`src/rtl/digit_serial_adder_pkg.sv`:
```
// Shared definitions for the digit-serial adder: FSM state encoding and
// elaboration-time helpers for the digit count and digit-counter width.
package digit_serial_adder_pkg;

  // FSM state type with legacy-compatible constant encodings.
  typedef logic [1:0] state_t;
  localparam state_t IDLE = 2'd0;
  localparam state_t BUSY = 2'd1;
  localparam state_t DONE = 2'd2;

  // Number of digits in one operand.
  function automatic int calc_ndig(input int width, input int digit);
    if (digit > 0) begin
      return width / digit;
    end else begin
      return 1;
    end
  endfunction

  // Digit counter width; a single-digit operand still gets a 1-bit counter.
  function automatic int cnt_width(input int ndig);
    if (ndig <= 1) begin
      return 1;
    end else begin
      return $clog2(ndig);
    end
  endfunction

endpackage

```
`src/rtl/digit_serial_adder_cell.sv`:
```
// digit_add_cell: combinational DIGIT-bit ripple adder built from per-bit
// full-adder equations. Also exposes the carry into its top bit so the
// caller can form signed overflow on the most significant digit.
module digit_add_cell #(
  parameter int DIGIT = 2
) (
  input  logic [DIGIT-1:0] a_i,
  input  logic [DIGIT-1:0] b_i,
  input  logic             c_i,
  output logic [DIGIT-1:0] s_o,
  output logic             co_o,
  output logic             ctop_o
);

  logic [DIGIT:0]   c_s;
  logic [DIGIT-1:0] s_s;

  // Ripple the carry through DIGIT full adders.
  always_comb begin
    c_s    = '0;
    s_s    = '0;
    c_s[0] = c_i;
    for (int i = 0; i < DIGIT; i++) begin
      s_s[i]   = a_i[i] ^ b_i[i] ^ c_s[i];
      c_s[i+1] = (a_i[i] & b_i[i]) | (c_s[i] & (a_i[i] ^ b_i[i]));
    end
  end

  assign s_o    = s_s;
  assign co_o   = c_s[DIGIT];
  assign ctop_o = c_s[DIGIT-1];

endmodule

```
`src/rtl/digit_serial_adder.sv`:
```
// digit_serial_adder: adds two WIDTH-bit operands plus carry-in, DIGIT bits
// per clock, with valid/ready handshakes on both sides. Reports sum,
// unsigned carry-out and signed overflow.
// Optional macro DIGIT_SERIAL_ADDER_SUB_EN adds a 'sub' input that turns
// the operation into a - b (carry = 1 means no borrow).
module digit_serial_adder
  import digit_serial_adder_pkg::*;
#(
  parameter int WIDTH = 8,
  parameter int DIGIT = 2
) (
  input  logic             clk,
  input  logic             rst,
  input  logic             in_valid,
  output logic             in_ready,
  input  logic [WIDTH-1:0] a,
  input  logic [WIDTH-1:0] b,
  input  logic             ci,
`ifdef DIGIT_SERIAL_ADDER_SUB_EN
  input  logic             sub,
`endif
  output logic             out_valid,
  input  logic             out_ready,
  output logic [WIDTH-1:0] sum,
  output logic             carry,
  output logic             ovf
);

  localparam int            NDIG     = calc_ndig(WIDTH, DIGIT);
  localparam int            CW       = cnt_width(NDIG);
  localparam logic [CW-1:0] CNT_LAST = CW'(NDIG - 1);

  if ((DIGIT < 1) || (WIDTH % DIGIT != 0)) begin : g_bad_params
    $error("digit_serial_adder: WIDTH must be a positive multiple of DIGIT");
  end

  state_t            state_q, state_d;
  logic [CW-1:0]     cnt_q, cnt_d;
  logic              cr_q, cr_d;
  logic [WIDTH-1:0]  a_q, a_d;
  logic [WIDTH-1:0]  b_q, b_d;
  logic [WIDTH-1:0]  sh_q, sh_d;
  logic [WIDTH-1:0]  sum_q, sum_d;
  logic              carry_q, carry_d;
  logic              ovf_q, ovf_d;

  logic [DIGIT-1:0]  dsum_s;
  logic              dco_s;
  logic              dctop_s;
  logic              sub_s;

`ifdef DIGIT_SERIAL_ADDER_SUB_EN
  assign sub_s = sub;
`else
  assign sub_s = 1'b0;
`endif

  digit_add_cell #(
    .DIGIT (DIGIT)
  ) u_cell (
    .a_i    (a_q[DIGIT-1:0]),
    .b_i    (b_q[DIGIT-1:0]),
    .c_i    (cr_q),
    .s_o    (dsum_s),
    .co_o   (dco_s),
    .ctop_o (dctop_s)
  );

  // Next-state logic: accept operands, step one digit per cycle, hold result.
  always_comb begin
    state_d = state_q;
    cnt_d   = cnt_q;
    cr_d    = cr_q;
    a_d     = a_q;
    b_d     = b_q;
    sh_d    = sh_q;
    sum_d   = sum_q;
    carry_d = carry_q;
    ovf_d   = ovf_q;
    case (state_q)
      IDLE: begin
        if (in_valid) begin
          // Subtraction is a + ~b + 1, so the carry register seeds the +1.
          a_d     = a;
          b_d     = sub_s ? ~b : b;
          cr_d    = sub_s ? 1'b1 : ci;
          cnt_d   = '0;
          state_d = BUSY;
        end else begin
          state_d = IDLE;
        end
      end
      BUSY: begin
        // New digit enters at the MSB end; after NDIG steps it is aligned.
        sh_d  = WIDTH'({dsum_s, sh_q} >> DIGIT);
        a_d   = a_q >> DIGIT;
        b_d   = b_q >> DIGIT;
        cr_d  = dco_s;
        cnt_d = cnt_q + CW'(1);
        if (cnt_q == CNT_LAST) begin
          sum_d   = sh_d;
          carry_d = dco_s;
          ovf_d   = dctop_s ^ dco_s;
          state_d = DONE;
        end else begin
          state_d = BUSY;
        end
      end
      DONE: begin
        if (out_ready) begin
          state_d = IDLE;
        end else begin
          state_d = DONE;
        end
      end
      default: begin
        state_d = IDLE;
      end
    endcase
  end

  // State and datapath registers; reset aborts any operation in flight.
  always_ff @(posedge clk or posedge rst) begin
    if (rst) begin
      state_q <= IDLE;
      cnt_q   <= '0;
      cr_q    <= 1'b0;
      a_q     <= '0;
      b_q     <= '0;
      sh_q    <= '0;
      sum_q   <= '0;
      carry_q <= 1'b0;
      ovf_q   <= 1'b0;
    end else begin
      state_q <= state_d;
      cnt_q   <= cnt_d;
      cr_q    <= cr_d;
      a_q     <= a_d;
      b_q     <= b_d;
      sh_q    <= sh_d;
      sum_q   <= sum_d;
      carry_q <= carry_d;
      ovf_q   <= ovf_d;
    end
  end

  assign in_ready  = (state_q == IDLE);
  assign out_valid = (state_q == DONE);
  assign sum       = sum_q;
  assign carry     = carry_q;
  assign ovf       = ovf_q;

endmodule
```
`config.mk`:
```
export PLATFORM = sky130hd
export DESIGN_NAME = digit_serial_adder
export DESIGN_NICKNAME = d
export VERILOG_FILES = /design/src/rtl/digit_serial_adder_pkg.sv /design/src/rtl/digit_serial_adder_cell.sv /design/src/rtl/digit_serial_adder.sv
export SDC_FILE = /design/constraint.sdc
export NUM_CORES = 1
export LEC_CHECK = 0
export BUFFER_PORTS_ARGS = -buffer_cell sky130_fd_sc_hd__buf_2
export CORE_MARGIN = 3
export CORE_UTILIZATION = 28
export CTS_CLUSTER_SIZE = 40
export DETAILED_ROUTE_END_ITERATION = 6
export HOLD_SLACK_MARGIN = 0.1
export PLACE_DENSITY_LB_ADDON = 0.2
export SLEW_MARGIN = 20
export SYNTH_ARGS = -nofsm -noshare
export SYNTH_HDL_FRONTEND = slang
export SYNTH_SLANG_ARGS = --single-unit
```
`constraint.sdc`:
```
create_clock -name clk -period 2.3 [get_ports clk]
set_clock_uncertainty 0.15 [all_clocks]
set_input_delay 0.115 -clock clk [delete_from_list [all_inputs] [get_ports clk]]
set_output_delay 0.115 -clock clk [all_outputs]
set_load 0.005 [all_outputs]
```
# [Word level (Yosys, flattened, before mapping)]
# Cells that the tools add are included.
[word_totals] regBits=39 input_bits=21 output_inout_bits=12 elab_cells=41
[op_classes] add_sub_neg=1 eq_ne=4 muxes=12 n_bitwise=11 reduce_logical=4
[op_table] operator="one-hot mux 8 bit (2 select lines)" count=2
[op_table] operator="2-to-1 mux 8 bit" count=2
[op_table] operator="2-to-1 mux 2 bit" count=3
[op_table] operator="one-hot mux 2 bit (3 select lines)" count=1
[op_table] operator="bitwise XOR 1 bit" count=5
[op_table] operator="AND 1 bit" count=4
[op_table] operator="== test 2 bit (second input constant)" count=2
[op_table] operator="one-hot mux 2 bit (2 select lines)" count=1
[op_table] operator="AND reduction 2 bit" count=2
[op_table] operator="adder 2 x 1 -> 2 bit (second input constant)" count=1
[op_table] operator="== test 2 x 1 -> 1 bit (second input constant)" count=1
[op_table] operator="logical NOT 2 bit" count=1
[op_table] operator="2-to-1 mux 1 bit" count=2
[op_table] operator="inequality test 2 bit (second input constant)" count=1
[op_table] operator="OR 1 bit" count=2
[op_table] operator="one-hot mux 1 bit (2 select lines)" count=1
[op_table] operator="nonzero test 2 bit" count=1

# [Longest topological paths before layout]
# Gate-level depths: netlist of run 1.
[depth] ltp_word=6 mapped_depth=5 ltp_nobuf=5

# [Hierarchy]
# From an unflattened synthesis of run 1, not the netlist that was laid out.
[unflattened] cells_unflattened=138 area_unflattened_um2=1760.4
[modules_own_cells] module="digit_serial_adder" instances=1 cells_per_inst=136 area_each_um2=1720.4 seq_area_each_um2=925.9
[modules_own_cells] module="digit_add_cell" instances=1 cells_per_inst=2 area_each_um2=40.0 seq_area_each_um2=0.0

# [Worst setup path after synthesis of run 1]
# Ideal clock, no wire load.
[synth_timing] kind="register -> register" startpoint="reg cr_q" endpoint="reg ovf_q (netlist: ovf)" setup_time_ns=0.128 arrival_time_ns=1.492 required_time_ns=2.022 slack_ns=0.530 path_stages_with_launch=6 n_path_buf=0 synth_period_minus_slack_ns=1.770 cell_sequence="dfrtp_1 -> inv_1 -> fa_1 -> fa_1 -> xnor2_1 -> o21ai_0"
[synth_via] elab_chain_cells=5
[synth_rtl] item="start, declared" line_no="digit_serial_adder.sv:39" source="logic cr_q, cr_d;"
[synth_rtl] item="start signal, assigned" line_no="digit_serial_adder.sv:137" source="cr_q <= cr_d;"
[synth_rtl] item="AND 1 bit *" line_no="digit_serial_adder_cell.sv:25" source="c_s[i+1] = (a_i[i] & b_i[i]) | (c_s[i] & (a_i[i] ^ b_i[i]));"
[synth_rtl] item="OR 1 bit *" line_no="digit_serial_adder_cell.sv:25"
[synth_rtl] item="AND 1 bit" line_no="digit_serial_adder_cell.sv:25"
[synth_rtl] item="OR 1 bit" line_no="digit_serial_adder_cell.sv:25"
[synth_rtl] item="bitwise XOR 1 bit *" line_no="digit_serial_adder.sv:103" source="ovf_d = dctop_s ^ dco_s;"
[synth_rtl] item="end signal, assigned" line_no="digit_serial_adder.sv:143" source="ovf_q <= ovf_d;"
[synth_rtl] item="end, declared" line_no="digit_serial_adder.sv:45" source="logic ovf_q, ovf_d;"
# Mark *: on every way between the ends. The rest lies on a longest branch, timed or not.
# A chain may end at the register's enable or synchronous reset.

# [Worst setup path after layout of run 1]
[layout_timing] startpoint="reg state_q[0]" endpoint="reg a_q[7]"
[layout_via] elab_chain_cells=3 elab_cells_between_ends=6 classes_between="2 x eq/ne; 1 x mux; 3 x reduce/logical"
[layout_rtl] item="start, declared" line_no="digit_serial_adder.sv:37" source="state_t state_q, state_d;"
[layout_rtl] item="start signal, assigned" line_no="digit_serial_adder.sv:135" source="state_q <= state_d;"
[layout_rtl] item="== test 2 x 1 -> 1 bit / logical NOT 2 bit (equally long branches)" line_no="digit_serial_adder.sv:80" source="case (state_q)"
[layout_rtl] item="nonzero test 2 bit (no source line) / inequality test 2 bit (equally long branches)"
[layout_rtl] item="AND reduction 2 bit (no source line)"
[layout_rtl] item="end signal, assigned" line_no="digit_serial_adder.sv:128" source="a_q <= '0;"
[layout_rtl] item="end signal, assigned" line_no="digit_serial_adder.sv:138" source="a_q <= a_d;"
[layout_rtl] item="end, declared" line_no="digit_serial_adder.sv:40" source="logic [WIDTH-1:0] a_q, a_d;"
# Parallel ways exist; a longest one is shown, timed or not.

==> out/results.ini, run 1 <==
[timing]
grt_setup_unrepaired = false
hold_viol = 0
timing.fmax_mhz = 474
tightest_slew_ns = 0.512
slew_viol_final = 0
relSlewSlack = 0.658
fin_crit_sh = 0.917
setup-violations-final = 0
fin_tns_setup_ns = 0
period_needed_ns = 2.11

[logic_synthesis]
syn-num-nets = 171
syn-instance-count = 147
ys_warn_count = 0
synth.area.top_cells = dfrtp_1, mux2_2, a221o_1, o21ai_0, nand2b_1
yosysSeqAreaShare = 0.552
synth_area_um2 = 1680
yosysTopAreaCellShare = 0.552
ys_ff_latch = 37
yosysTopAreaCell = dfrtp_1
synth_cell_types = 28
syn_avg_cell_area_um2 = 11.4

[setup_path]
cp-start-kind = flop
crit_family = simple AND/OR/NAND/NOR gates
crit_path_end_kind = flop
critical-path-slowest-cell = dlygate4sd3_1
rr_worst_depth = 4
critical_path_class = reg -> reg
critPathRequiredTime_ns = 2.37
crit_buf_inv = 1
crit_arrival_ns = 2.17
critical_path.max_fanout = 10
path_cells = nor2_2 -> or2_1 -> a32o_1 -> dlygate4sd3_1
cpPeakStageDelay_ns = 0.56
path_depth = 4

[floorplanning]
die_h_um = 83.4
rows = 27
core-area_um2 = 5640
start_util = 0.297
dieArea_um2 = 6950
fp.dieW_um = 83.4
boundaryPins = 33

[grt]
grt_usage = 0.114
gr-total-overflow = 0
grt_pass1_vias = 1364
grt_max_degree = 38
antenna_found_initial = 0
grt_pass1_wl_um = 6430

[drt]
dr.pass1.iters = 4
via_per_inst = 4.76
drc_errors = 0
postRouteAntennaNets = 0
drt_iter0_markers = 52
wl_um = 3660
vias = 1310
wire_per_inst_um = 13.3

[power_and_ir_drop]
ir_drop_v = 0.000498
p_leak_nw = 1.03
powerDensity_nw_per_um2 = 1280

[run]
maxCapViolCount = 0

[finish]
nets = 226
antennaDiodeCount = 0
nFillCells = 567
final_cell_mix = dfrtp_1, buf_2, dlygate4sd3_1, o21ai_0, nand2_1
final_common_cell = dfrtp_1
drive_gt1_frac = 0.281
syn2layout_area_growth_pct = 31.6
post-route-util = 0.391

[clock_network]
h-tree-depth = 2
clk_path_buf_depth = 2
cts.clk_slew.worst_paths_ns = 0.07
cts_root_buf = clkbuf_8
cts_buffers = 5
cts.sinks = 37
cts_tree = yes
clk_latency_ns = 0.29

[worst_hold_path]
hold_depth = 4
hold_class = in -> reg

[placed_design]
dpl.hpwl_um = 2510
portBuffers = 32
gp_congestion = 0.734

[status]
status = completed

[where the power goes]
group / internal, mW / switching (mW)
Clock: 0.210 / 0.225
Sequential: 0.963 / 0.200
Combinational: 0.641 / 0.590
Total: 1.81 / 1.01
[through the flow]
step / cells / total power [mW] / setup WS (ns) / area (um2) / hold WS (ns)
after floorplan: 147 / 2.03 / 0.530 / 1680 / 0.0726
after global placement: 246 / 2.33 / 0.486 / 1910 / 0.0936
after detailed placement: 246 / 2.39 / 0.451 / 1910 / 0.105
after CTS: 275 / 2.88 / 0.0395 / 2210 / 0.107
after global routing: 275 / 3.10 / 0.0361 / 2210 / 0.124
final: 275 / 2.83 / 0.191 / 2210 / 0.105
[flip-flops by register name, summed over array words and instances (netlist names)]
register and cells:
a_q 8, sh_q 6, cnt_q 2, ovf 1
sum 8, cr_q 1, state_q 2, carry 1
b_q 8
[cells in the mapped netlist]
| cell | count |
|---|---|
| mux2_2 | 9 |
| nor2_1 | 4 |
| clkbuf_1 | 1 |
| nand2b_1 | 10 |
| a22o_1 | 1 |
| or2_0 | 1 |
| nor3b_1 | 3 |
| ha_1 | 1 |
| buf_2 | 8 |
| nand2_1 | 12 |
| a2bb2oi_1 | 3 |
| a21oi_1 | 4 |
| xnor2_1 | 1 |
| a221oi_2 | 1 |
| a32o_1 | 2 |
| mux2_4 | 1 |
| nand3b_4 | 1 |
| nor3_1 | 2 |
| inv_1 | 11 |
| dfrtp_1 | 37 |
| a221o_1 | 7 |
| fa_1 | 2 |
| nand3_1 | 2 |
| nor2b_1 | 2 |
| nor2_2 | 2 |
| a211oi_1 | 2 |
| o21ai_0 | 14 |
| o22a_1 | 3 |
[worst paths after layout]
kind,startpoint,to,slack (ns)
setup / recovery,state_q[0]$_DFF_PP0_,a_q[7]$_DFFE_PP0P_,0.19
hold / removal,a[0],a_q[0]$_DFFE_PP0P_,0.11
setup reg to reg,state_q[0]$_DFF_PP0_,a_q[7]$_DFFE_PP0P_,0.19
hold reg to reg,sum[6]$_DFFE_PP0P_,sum[6]$_DFFE_PP0P_,0.32
max in group asynchronous,rst,a_q[7]$_DFFE_PP0P_,1.33
min in group asynchronous,rst,sum[6]$_DFFE_PP0P_,0.33
[area by class of cell]
class / instances / area, um2 / share of cell area
multi-input combinational: 90 / 666 / 0.302
inverter: 11 / 41.3 / 0.0187
timing repair buffer: 57 / 400 / 0.182
clock buffer: 6 / 72.6 / 0.0329
tap: 72 / 90.1 / 0.0408
sequential: 37 / 926 / 0.420
clock inverter: 2 / 10.0 / 0.00454
[routing by layer]
layer  wire length [um]  vias to the layer above  GRT usage  part of all wire
li1                   -                      624          -                 -
met1               1680                      651      0.139              0.46
met2               1750                       31      0.187              0.48
met3                196                        4     0.0456             0.054
met4                 29                        0     0.0253            0.0079
met5                  0                        -          0                 0
[kinds of logic (layout without fill, tap and decap cells)]
| kind of cell | Yosys count | in the layout | share of synthesized area |
|---|---|---|---|
| AOI/OAI and AO/OA | 37 | 37 | 0.162 |
| muxes | 10 | 10 | 0.0694 |
| DFF | 37 | 37 | 0.552 |
| buffers and inverters | 20 | 76 | 0.0507 |
| and+or+nand+nor | 39 | 39 | 0.129 |
| xor gates and xnor gates | 1 | 1 | 0.00522 |
| adders and majority gates | 3 | 3 | 0.0313 |
[worst min-delay path, cell delays in order]
cell      delay (ns)
buf_2           0.07
nand2b_1        0.06
o21ai_0         0.15
a221o_1         0.11
[timing repair]
| item | CTS | global route |
|---|---|---|
| endpoints found under the setup margin | 0 | 2 |
| buffers inserted | 0 | 0 |
| hold buffers | 21 | 0 |
| endpoints found under the hold margin | 53 | 0 |
| resized for setup | 0 | 1 |
Power figures use the tool's default switching activity.
==> inputs of run 2 (changes only) <==
==> constraint.sdc (replaced) <==
create_clock -name clk -period 2.6 [get_ports clk]
set_clock_uncertainty 0.15 [all_clocks]
set_input_delay 0.13 -clock clk [delete_from_list [all_inputs] [get_ports clk]]
set_output_delay 0.13 -clock clk [all_outputs]
set_load 0.005 [all_outputs]
==> out/results.ini, run 2 (same netlist as run 1, synthesis figures left out) <==
[clock_network]
cts_buffers = 5  ; unchanged
cts_root_buf = clkbuf_8
cts.sinks = 37  ; unchanged
clk_latency_ns = 0.28  ; about the same
clk_path_buf_depth = 2  ; unchanged
h-tree-depth = 2  ; unchanged
cts_tree = yes
post_cts_buffers = 0  ; unchanged
cts.clk_slew.worst_paths_ns = 0.07  ; about the same

[setup_path]
critical_path.max_fanout = 13  ; +3
rr_worst_depth = 4  ; unchanged
critPathRequiredTime_ns = 2.67  ; +0.30 ns
crit_path_end_kind = flop
r2r_slack_ns = 0.26  ; +0.07 ns
critical_path_class = reg -> reg
cp-start-kind = flop
crit_arrival_ns = 2.41  ; +0.24 ns

[power_and_ir_drop]
powerDensity_nw_per_um2 = 1190  ; -7.1%
p_int_mw = 1.79  ; -1.3%
sequentialPowerShare = 0.393  ; -0.018
switching_share = 0.331  ; -0.0278
combPwrFrac = 0.391  ; -0.044
p_clk_frac = 0.216  ; +0.062
total_power_mw = 2.68  ; -5.4%
power.net_switching_uw = 885  ; -13%
p_leak_nw = 1.05  ; +1.7%
ir_drop_v = 0.000474  ; -4.9%

[timing]
hold_viol = 0  ; unchanged
fin_ws_ns = 0.256  ; +0.0653 ns
setup-violations-final = 0  ; unchanged
tightest_slew_ns = 0.620  ; +0.107 ns
fin_tns_setup_ns = 0  ; unchanged
period_needed_ns = 2.34  ; +0.235 ns
slew_viol_final = 0  ; unchanged
relSlewSlack = 0.586  ; -0.0721
timing.fmax_mhz = 427  ; -10%
fin_crit_sh = 0.901  ; -0.0155
grt_setup_unrepaired = false

[floorplanning]
rows = 27  ; unchanged
die_h_um = 83.4  ; unchanged
start_util = 0.297  ; unchanged
core-area_um2 = 5640  ; unchanged
dieArea_um2 = 6950  ; unchanged
fp.dieW_um = 83.4  ; unchanged
boundaryPins = 33  ; unchanged

[drt]
dr.pass1.iters = 4  ; unchanged
drc_errors = 0  ; unchanged
wl_met1_um = 1550  ; -7.9%
via_per_inst = 4.61  ; -3.3%
wl_met3_um = 211  ; +7.7%
wl_um = 3440  ; -6.1%
wire_per_inst_um = 12.5  ; -5.8%
postRouteAntennaNets = 0  ; unchanged
met2_length_um = 1620  ; -7.7%
vias = 1262  ; -3.7%
maxUsedRoutingLayer = met4
drt_iter0_markers = 30  ; -42%

[finish]
drive_gt1_frac = 0.287  ; +0.00634
antennaDiodeCount = 0  ; unchanged
final_common_cell = dfrtp_1
syn2layout_area_growth_pct = 34.0
nets = 225  ; -0.44%
final_cell_mix = dfrtp_1, buf_2, dlygate4sd3_1, o21ai_0, nand2_1

[run]
maxCapViolCount = 0  ; unchanged

[worst_hold_path]
hold_depth = 4  ; unchanged
hold_class = in -> reg

[grt]
grt_pass1_vias = 1276  ; -6.5%
gr-total-overflow = 0  ; unchanged
antenna_found_initial = 0  ; unchanged
grt_usage = 0.108  ; -0.00584
grt_max_degree = 19  ; -50%
grt_pass1_wl_um = 6070  ; -5.7%

[placed_design]
gp_congestion = 0.709  ; -3.5%
place_ws_ns = 0.759  ; +0.308 ns
portBuffers = 32  ; unchanged
dpl.hpwl_um = 2500  ; -0.39%

[status]
status = completed

==> run 2: cell count changes in the layout (fill, tap and decap cells not counted), sizes merged <==
cell | before | now
bufinv | 0 | 2
clkbuf | 6 | 5
clkinv | 2 | 1
dlygate4sd3 | 21 | 20
==> run 2: critical path, stage by stage (launching register included) <==
cell and delay [ns]:
dfrtp_1 0.54, nor2_2 0.43, or2_0 0.43, a32o_1 0.18
dlygate4sd3_1 0.55
==> run 2: layer usage <==
layer  vias to the layer above  GRT usage
met1                       604      0.143
met3                         8     0.0298
met4                         0     0.0401
li1                        618          -
met2                        32      0.167
met5                         -          0
==> run 2: timing repair <==
action,in CTS,in global routing
hold buffers,20,0
endpoints found under the setup margin,0,0
endpoints found under the hold margin,30,0
gates resized for setup,0,0
==> run 2: path summary, 6_finish.rpt <==
check | from | to
setup / recovery | state_q[0]$_DFF_PP0_ | b_q[7]$_DFFE_PP0P_
hold / removal | a[2] | a_q[2]$_DFFE_PP0P_
setup reg to reg | state_q[0]$_DFF_PP0_ | b_q[7]$_DFFE_PP0P_
hold reg to reg | cnt_q[0]$_DFFE_PP0P_ | cnt_q[0]$_DFFE_PP0P_
max in group asynchronous | rst | a_q[4]$_DFFE_PP0P_
min in group asynchronous | rst | sum[6]$_DFFE_PP0P_
==> run 2: layout make-up <==
| cell class | count | area [um2] |
|---|---|---|
| fillers | 541 | 3390 |
| flip-flops and latches | 37 | 926 |
| multi-input cells | 90 | 666 |
| repair buffers | 56 | 390 |
| well taps | 72 | 90.1 |
| clock buffers | 5 | 68.8 |
| clock inverters | 3 | 65.1 |
| inverters | 11 | 41.3 |
==> run 2: through the flow <==
step                      instance area (um2)  std cells   util  hold WS (ns)
after floorplan                          1680        147      -        0.0876
after global placement                   1910        246  0.339        0.0674
after detailed placement                 1910        246  0.339        0.0828
after CTS                                2250        274  0.398         0.110
after global routing                     2250        274  0.398         0.135
final                                    2250        274  0.398         0.115
==> run 2: power groups by stage <==
stage / Combinational [mW] / Clock, mW / Sequential (mW)
after global placement: 0.995 / 0 / 1.05
after detailed placement: 1.03 / 0 / 1.07
after floorplan: 0.805 / 0 / 0.987
after CTS: 1.07 / 0.599 / 1.06
after global routing: 1.19 / 0.616 / 1.10
final: 1.05 / 0.579 / 1.05
